[src/rtl/ofm_axi_wmst.sv]
// AXI4 write master: splits an OFM transfer into INCR bursts that never cross a 4 KB boundary.
// Optional build macro OFM_WMST_BRESP_CHECK_EN enables the sticky xfer_err on non-OKAY bresp.
module ofm_axi_wmst #(
  parameter int unsigned BURST_LEN       = 16,
  parameter int unsigned MAX_OUTSTANDING = 4
) (
  input  logic         clk,
  input  logic         rst_n,
  input  logic         wmst_req,
  input  logic [63:0]  wmst_addr,
  input  logic [63:0]  wmst_xfer_size,
  output logic         wmst_done,
  output logic         busy,
  output logic         xfer_err,
  input  logic         axis_slv_tvalid,
  output logic         axis_slv_tready,
  input  logic [511:0] axis_slv_tdata,
  output logic         m_axi_awvalid,
  input  logic         m_axi_awready,
  output logic [63:0]  m_axi_awaddr,
  output logic [7:0]   m_axi_awlen,
  output logic [2:0]   m_axi_awsize,
  output logic [1:0]   m_axi_awburst,
  output logic         m_axi_wvalid,
  input  logic         m_axi_wready,
  output logic [511:0] m_axi_wdata,
  output logic [63:0]  m_axi_wstrb,
  output logic         m_axi_wlast,
  input  logic         m_axi_bvalid,
  output logic         m_axi_bready,
  input  logic [1:0]   m_axi_bresp
);

  localparam int unsigned LenW = 7;
  localparam int unsigned OutW = $clog2(MAX_OUTSTANDING) + 1;
  localparam int unsigned PtrW = (MAX_OUTSTANDING > 1) ? $clog2(MAX_OUTSTANDING) : 1;

  localparam logic [1:0] StIdle  = 2'd0;
  localparam logic [1:0] StAw    = 2'd1;
  localparam logic [1:0] StWaitB = 2'd2;
  localparam logic [1:0] StDone  = 2'd3;

  logic [1:0]      state_q, state_d;
  logic [63:0]     addr_q, addr_d;
  logic [57:0]     rem_q, rem_d;
  logic [OutW-1:0] out_q, out_d;
  logic [OutW-1:0] cnt_q, cnt_d;
  logic [PtrW-1:0] wr_ptr_q, wr_ptr_d, rd_ptr_q, rd_ptr_d;
  logic [LenW-1:0] beat_q, beat_d;
  logic [LenW-1:0] fifo_q [MAX_OUTSTANDING];

  logic [LenW-1:0] room, cap, len, head_len;
  logic            fifo_ne, aw_fire, w_fire, b_fire, push, pop, b_dec;

  function automatic logic [PtrW-1:0] ptr_inc(input logic [PtrW-1:0] p);
    return (p == PtrW'(MAX_OUTSTANDING - 1)) ? '0 : p + PtrW'(1);
  endfunction

  // Beats left before the next 4 KB page: 64 - addr[11:6], always 1..64 for aligned addresses.
  always_comb begin
    room = 7'd64 - {1'b0, addr_q[11:6]};
    cap  = (LenW'(BURST_LEN) < room) ? LenW'(BURST_LEN) : room;
    len  = (rem_q < 58'(cap)) ? rem_q[LenW-1:0] : cap;
  end

  assign m_axi_awvalid = (state_q == StAw) && (rem_q != '0) &&
                         (out_q != OutW'(MAX_OUTSTANDING));
  assign m_axi_awaddr  = addr_q;
  assign m_axi_awlen   = (len == '0) ? 8'd0 : {1'b0, len - LenW'(1)};
  assign m_axi_awsize  = 3'd6;
  assign m_axi_awburst = 2'b01;

  assign fifo_ne         = (cnt_q != '0);
  assign head_len        = fifo_q[rd_ptr_q];
  assign m_axi_wvalid    = axis_slv_tvalid & fifo_ne;
  assign axis_slv_tready = m_axi_wready & fifo_ne;
  assign m_axi_wdata     = axis_slv_tdata;
  assign m_axi_wstrb     = '1;
  assign m_axi_wlast     = fifo_ne && (beat_q == head_len - LenW'(1));

  assign busy         = (state_q != StIdle);
  assign m_axi_bready = busy;
  assign wmst_done    = (state_q == StDone);

  assign aw_fire = m_axi_awvalid & m_axi_awready;
  assign w_fire  = m_axi_wvalid & m_axi_wready;
  assign b_fire  = m_axi_bvalid & m_axi_bready;
  assign push    = aw_fire;
  assign pop     = w_fire & m_axi_wlast;
  assign b_dec   = b_fire && (out_q != '0);

  always_comb begin
    state_d = state_q;
    addr_d  = addr_q;
    rem_d   = rem_q;
    unique case (state_q)
      StIdle: begin
        if (wmst_req) begin
          addr_d  = wmst_addr;
          rem_d   = wmst_xfer_size[63:6] + {57'd0, |wmst_xfer_size[5:0]};
          state_d = StAw;
        end
      end
      StAw: begin
        if (rem_q == '0) begin
          state_d = StDone;
        end else if (aw_fire) begin
          addr_d = addr_q + {51'd0, len, 6'd0};
          rem_d  = rem_q - {51'd0, len};
          if (rem_d == '0) state_d = StWaitB;
        end
      end
      StWaitB: begin
        if ((out_q == '0) && !fifo_ne) state_d = StDone;
      end
      StDone:  state_d = StIdle;
      default: state_d = StIdle;
    endcase
  end

  always_comb begin
    out_d = out_q;
    if (aw_fire && !b_dec)      out_d = out_q + OutW'(1);
    else if (!aw_fire && b_dec) out_d = out_q - OutW'(1);

    cnt_d = cnt_q;
    if (push && !pop)      cnt_d = cnt_q + OutW'(1);
    else if (!push && pop) cnt_d = cnt_q - OutW'(1);

    wr_ptr_d = push ? ptr_inc(wr_ptr_q) : wr_ptr_q;
    rd_ptr_d = pop ? ptr_inc(rd_ptr_q) : rd_ptr_q;

    beat_d = beat_q;
    if (w_fire) beat_d = m_axi_wlast ? '0 : beat_q + LenW'(1);
  end

  always_ff @(posedge clk or negedge rst_n) begin
    if (!rst_n) begin
      state_q  <= StIdle;
      addr_q   <= '0;
      rem_q    <= '0;
      out_q    <= '0;
      cnt_q    <= '0;
      wr_ptr_q <= '0;
      rd_ptr_q <= '0;
      beat_q   <= '0;
      for (int i = 0; i < int'(MAX_OUTSTANDING); i++) fifo_q[i] <= '0;
    end else begin
      state_q  <= state_d;
      addr_q   <= addr_d;
      rem_q    <= rem_d;
      out_q    <= out_d;
      cnt_q    <= cnt_d;
      wr_ptr_q <= wr_ptr_d;
      rd_ptr_q <= rd_ptr_d;
      beat_q   <= beat_d;
      if (push) fifo_q[wr_ptr_q] <= len;
    end
  end

`ifdef OFM_WMST_BRESP_CHECK_EN
  logic err_q, err_d;

  // Sticky until the next accepted request; the transfer still completes normally.
  always_comb begin
    err_d = err_q;
    if ((state_q == StIdle) && wmst_req)      err_d = 1'b0;
    else if (b_fire && (m_axi_bresp != 2'b00)) err_d = 1'b1;
  end

  always_ff @(posedge clk or negedge rst_n) begin
    if (!rst_n) err_q <= 1'b0;
    else        err_q <= err_d;
  end

  assign xfer_err = err_q;
`else
  logic unused_bresp;
  assign unused_bresp = ^m_axi_bresp;
  assign xfer_err     = 1'b0;
`endif

endmodule

[config.mk]
export PLATFORM = sky130hd
export DESIGN_NAME = ofm_axi_wmst
export DESIGN_NICKNAME = d
export VERILOG_FILES = /design/src/rtl/ofm_axi_wmst.sv
export SDC_FILE = /design/constraint.sdc
export NUM_CORES = 1
export LEC_CHECK = 0
export CAP_MARGIN = 20
export CORE_AREA = 3 3 515 517
export CTS_CLUSTER_SIZE = 10
export DETAILED_ROUTE_END_ITERATION = 10
export DIE_AREA = 0 0 518 520
export PLACE_DENSITY = 0.31
export SLEW_MARGIN = 10
export SYNTH_ARGS = -nofsm -noshare
export SYNTH_HDL_FRONTEND = slang
export SYNTH_SLANG_ARGS = --single-unit
[constraint.sdc]
create_clock -name clk -period 14.12 [get_ports clk]
set_clock_uncertainty 0.05 [all_clocks]
set_input_delay 2.824 -clock clk [delete_from_list [all_inputs] [get_ports clk]]
set_output_delay 2.824 -clock clk [all_outputs]
set_load 0.02 [all_outputs]
Word-level counts from Yosys, hierarchy flattened
Cells that the tools add are included.
{ "totals": {"ff_bits": 169, "input_bits": 649, "output_inout_bits": 661, "wordCells": 110} }
{ "op_classes": {"add_sub_neg": 13, "order_cmp": 5, "eq_ne": 13, "muxes": 30, "n_bitwise": 8, "n_reduce_logical": 29} }
{ "ops": {"columns": ["op", "n"], "rows": [
  ["$mux 64", 3],
  ["$mux 58", 3],
  ["$pmux 64 s2", 1],
  ["$logic_not 58->1", 2],
  ["$pmux 58 s2", 1],
  ["$add 64x13->64", 1],
  ["$add 58x1->58", 1],
  ["$lt 58x7->1", 1],
  ["$reduce_bool 58->1", 1],
  ["$sub 58x7->58", 1],
  ["$mux 7", 7],
  ["$bwmux 28", 1],
  ["$bmux 7 s2", 1],
  ["$demux 7 s2", 1],
  ["$mux 2", 7],
  ["$sub 7x1->7 const B", 2],
  ["$mux 3", 4],
  ["$logic_and 1x1->1", 10],
  ["$eq 2x2->1 const B", 4],
  ["$ne 2x2->1 const B", 4],
  ["$pmux 2 s4", 1],
  ["$reduce_and 4->1", 2],
  ["$reduce_bool 2->1", 4],
  ["$add 7x1->7 const B", 1],
  ["20 further kinds", 34]
]} }

Longest topological paths before layout
{ "logic_depth": {"ltp_word": 11, "ltp_mapped": 32, "mapped_depth_nobuf": 27} }

Worst setup path after synthesis
Ideal clock, no wire load.
{ "synth_path": {"kind": "reg2out", "startpoint": "register addr_q[6] (netlist: m_axi_awaddr[6])", "endpoint": "output m_axi_awlen[2]", "t_arrival_ns": 5.115, "required_time_ns": 11.246, "path_slack_ns": 6.131, "stages_incl_launch_ff": 24, "path_buffers": 6, "cell_sequence": "dfrtp_1 -> clkbuf_1 -> inv_1 -> ha_1 -> buf_4 -> nor4b_1 -> a22oi_1 -> a211o_1 -> buf_2 -> ha_1 -> a21oi_1 -> o21ai_0 -> a211o_1 -> buf_2 -> nor3_4 -> clkbuf_1 -> nor2_1 -> a21oi_1 -> ha_1 -> nand3_1 -> nor3_1 -> and2_1 -> clkbuf_1 -> nor2_1"} }
{ "synth_between": {"elab_chain_len": 7, "elab_cells_between_ends": 8, "classes_between": "add/sub: 2; order compare: 2; mux: 3; reduce/logical: 1"} }
{ "synth_rtl": {"columns": ["element", "line_no", "source"], "rows": [
  ["start: declaration", "44", "logic [63:0] addr_q, addr_d;"],
  ["start signal: assignment", "150", "addr_q <= addr_d;"],
  ["$sub 7x6->7 (*)", "61", "room = 7'd64 - {1'b0, addr_q[11:6]};"],
  ["$lt 5x7->1", "62", "cap = (LenW'(BURST_LEN) < room) ? LenW'(BURST_LEN) : room;"],
  ["$mux 7 (*)", "62", null],
  ["$lt 58x7->1", "63", "len = (rem_q < 58'(cap)) ? rem_q[LenW-1:0] : cap;"],
  ["$mux 7 (*)", "63", null],
  ["$sub 7x1->7 or $logic_not 7->1 (tied branches)", "69", "assign m_axi_awlen = (len == '0) ? 8'd0 : {1'b0, len - LenW'(1)};"],
  ["$mux 7 (*)", "69", null],
  ["end: declaration", "21", "output logic [7:0] m_axi_awlen,"]
]} }
Every way passes the cells marked *; elsewhere a longest branch is shown, timed or not.

Final worst setup path
{ "layout_path": {"startpoint": "register addr_q[6] (netlist: m_axi_awaddr[6])", "endpoint": "output m_axi_awlen[4]"} }
Same word-level chain as after synthesis.

==> results.toml <==
[run_status]
status = "finished clean"

[clock_tree]
post_cts_buffers = 0
numCtsBuffers = 17
clk_latency_ns = 0.55
cts.sinks = 169
cts_hold_buffers = 0
tritoncts = "yes"
cts_buffer_depth = 2
cts_resized = 0
cts_root_buf = "clkbuf_16"
clk_pin_slew_ns = 0.08
cts_max_level = 4

[synthesis]
netlist_area_sq_um = 17800
synth_xor_area_frac = 0.0521
synthCells = 2280
synthDominantCellAreaShare = 0.247
synth_mux_area_frac = 0.0227
ys.flop_type = "dfrtp_1"
synth_compound_area_frac = 0.179
synth_cell_type_count = 95
ys_seq_elements = 169
yosysSeqAreaShare = 0.237
syn_avg_cell_area_sq_um = 7.82
yosysMostFrequentCell = "buf_4"
synthAdderAreaFrac = 0.0263
synth_top_family_by_area = "buffers and inverters"
yosys_warnings = 0
synth-edff-count = 0
ys_top_cells_by_area = "buf_4, dfrtp_1, a21oi_1"
synth_common_cells = "buf_4, nand2_1, dfrtp_1"
synthArstFlopShare = 1.00
synth-simple-area-share = 0.204
yosys.area.top_type = "buf_4"

[setup_path]
critPathArrivalTime_ns = 7.26
path_cells = "inv_1 > ha_1 > nor4b_1 > a22oi_1 > a211o_1 > ha_1 > and4_1 > o2111ai_1 > a21o_1 > nand3_1 > and3_1 > a21oi_1 > ha_1 > nand3_1 > nor3_1 > and2_1 > nor2_1 > clkdlybuf4s50_1"
critical_path.max_fanout = 16
crit_slowest_cell = "dfrtp_1"
crit_type = "flip-flop to output port"
startpoint_type = "flip-flop"
r2r_slack_ns = 4.34
r2r_end = "state_q[1]$_DFFE_PN0P_"
critical_path_required_ns = 11.25
critPathCaptureType = "output port"
critPathMostFrequentCell = "ha_1"
cpPeakStageDelay_ns = 0.70
r2r_cells = 27
rr_startpoint = "m_axi_awaddr[6]$_DFFE_PN0P_"

[global_route]
grt_usage = 0.0822
grt_pass1_vias = 14900
antenna_found_initial = 50
grt.overflow.total = 0
grt_pass1_wl_um = 150000
grt_max_degree = 69

[detailed_routing]
wl_um = 115000
drc = 0
routed_via_density = 2.79
first_pass_iters = 5
wl_per_cell_um = 21.1
drt_iter0_markers = 985
drtAntennaViolNets = 0
top_layer = "met5"
via_count = 15200
wl_met1_um = 40700
wl_met2_um = 53200
wl_met3_um = 13600

[place]
port_buffers = 212
post-place-ws_ns = 4.51
gp_congestion = 0.793
placed_cell_area_sq_um = 20000
dp_hpwl_um = 96000

[power]
p_per_area_nw_per_um2 = 200
peakVddDrop_mv = 0.114
leakagePower_nw = 6.47

[layout]
drive_gt1_frac = 0.0632
syn_to_final_growth_pct = 16.0
fillers = 30700
nets = 2602
multi_input_area_sq_um = 8940
final_cell_area_sq_um = 20700
final-seq-area_sq_um = 4230

[min_path]
whs_endpoint = "cnt_q[2]$_DFFE_PN0P_"
min_from = "cnt_q[2]$_DFFE_PN0P_"
worstHoldPathType = "flip-flop to flip-flop"
holdPathStages = 1

[floorplan]
ios = 1310
start_util = 0.0681
coreArea_sq_um = 262000
row_count = 188
dieArea_sq_um = 269000
die_x_um = 518
dieHeight_um = 520

[timing]
timing.fmax_ghz = 0.0987
setup_viol = 0
slew_headroom = 0.353
rsz0062_at_grt = "no"
tightest_slew_ns = 0.970
finalCriticalPeriod_ns = 10.13
fin_ws_ns = 3.99
slew_viol_final = 0
fin_setup_tns_ns = 0
min_period_over_period = 0.717
final_hold_viol_count = 0

[job]
maxCapViolations = 0
==> stage by stage <==
stage / hold slack (ns) / instances / util / power, W
2_1_floorplan: 0.384 / 2351 / - / 0.00272
4_1_cts: 0.420 / 5446 / 0.0790 / 0.00425
6_report: 0.418 / 5455 / 0.0791 / 0.00414
5_1_grt: 0.441 / 5447 / 0.0790 / 0.00450
3_3_place_gp: 0.408 / 5414 / 0.0766 / 0.00366
3_5_place_dp: 0.406 / 5414 / 0.0766 / 0.00366
==> kinds of logic (layout without fill, tap and decap cells) <==
kind of cell / Yosys count / in the layout
mux: 31 / 31
flops: 169 / 169
other cells: 2 / 82
xor+xnor: 106 / 106
fa+ha+maj: 35 / 35
compound gates: 501 / 501
simple gates: 709 / 709
buf+inv: 727 / 307
==> layout by cell type (no fill, tap or decap), types with 28 or more instances in the layout <==
cell	instances
a21oi_1	149
nor3_1	47
ha_1	30
o22ai_1	71
xor2_1	43
inv_1	34
nand3_1	88
nand4_1	41
o21ai_0	114
nor2_1	130
dfrtp_1	169
conb_1	73
nor4_1	30
buf_4	28
xnor2_1	63
nand2_1	196
clkdlybuf4s50_1	211
and3_1	50
==> layer usage <==
metal,track usage,up-vias
met5,0.00176,-
met4,0.0475,14
met3,0.0428,423
met2,0.135,882
met1,0.0839,7211
li1,-,6709
==> cell type report <==
class / count / area share
well taps: 3515 / 0.213
inverters: 35 / 0.00635
repair buffers: 240 / 0.113
diodes: 9 / 0.00109
multi-input cells: 1455 / 0.432
clock inverters: 15 / 0.00974
clock buffers: 17 / 0.0206
flip-flops and latches: 169 / 0.205
==> power by group <==
group          internal (W)  leakage (nW)  switching [W]  total (W)
logic              0.000901          4.13        0.00155    0.00246
clock network      0.000271         0.299       0.000285   0.000556
registers          0.000711          2.04       0.000414    0.00112
==> worst max path at each step <==
stage	start	end	slack, ns	cells past startpoint
after floorplan	m_axi_awaddr[6]$_DFFE_PN0P_	m_axi_awlen[2]	6.13	23
after global placement	m_axi_awaddr[6]$_DFFE_PN0P_	state_q[1]$_DFFE_PN0P_	4.50	27
after detailed placement	m_axi_awaddr[6]$_DFFE_PN0P_	state_q[1]$_DFFE_PN0P_	4.51	27
after CTS	m_axi_awaddr[6]$_DFFE_PN0P_	m_axi_awlen[3]	4.01	18
after global routing	m_axi_awaddr[6]$_DFFE_PN0P_	m_axi_awlen[5]	3.62	18
final	m_axi_awaddr[6]$_DFFE_PN0P_	m_axi_awlen[4]	3.99	18
==> flip-flops by register name (all words and copies together), names as in the netlist <==
signal        cells
fifo_q           28
rd_ptr_q          2
cnt_q             3
out_q             3
beat_q            7
m_axi_awaddr     64
state_q           2
wr_ptr_q          2
rem_q            58
==> critical path: cells and delay by family, from the launching register on <==
family                     cells  cell delay, ns
and+or+nand+nor                8            2.14
adders and majority gates      3            0.94
AOI/OAI and AO/OA              5            2.29
buffers and inverters          2            0.64
DFF                            1            0.70
Power figures use the tool's default switching activity.
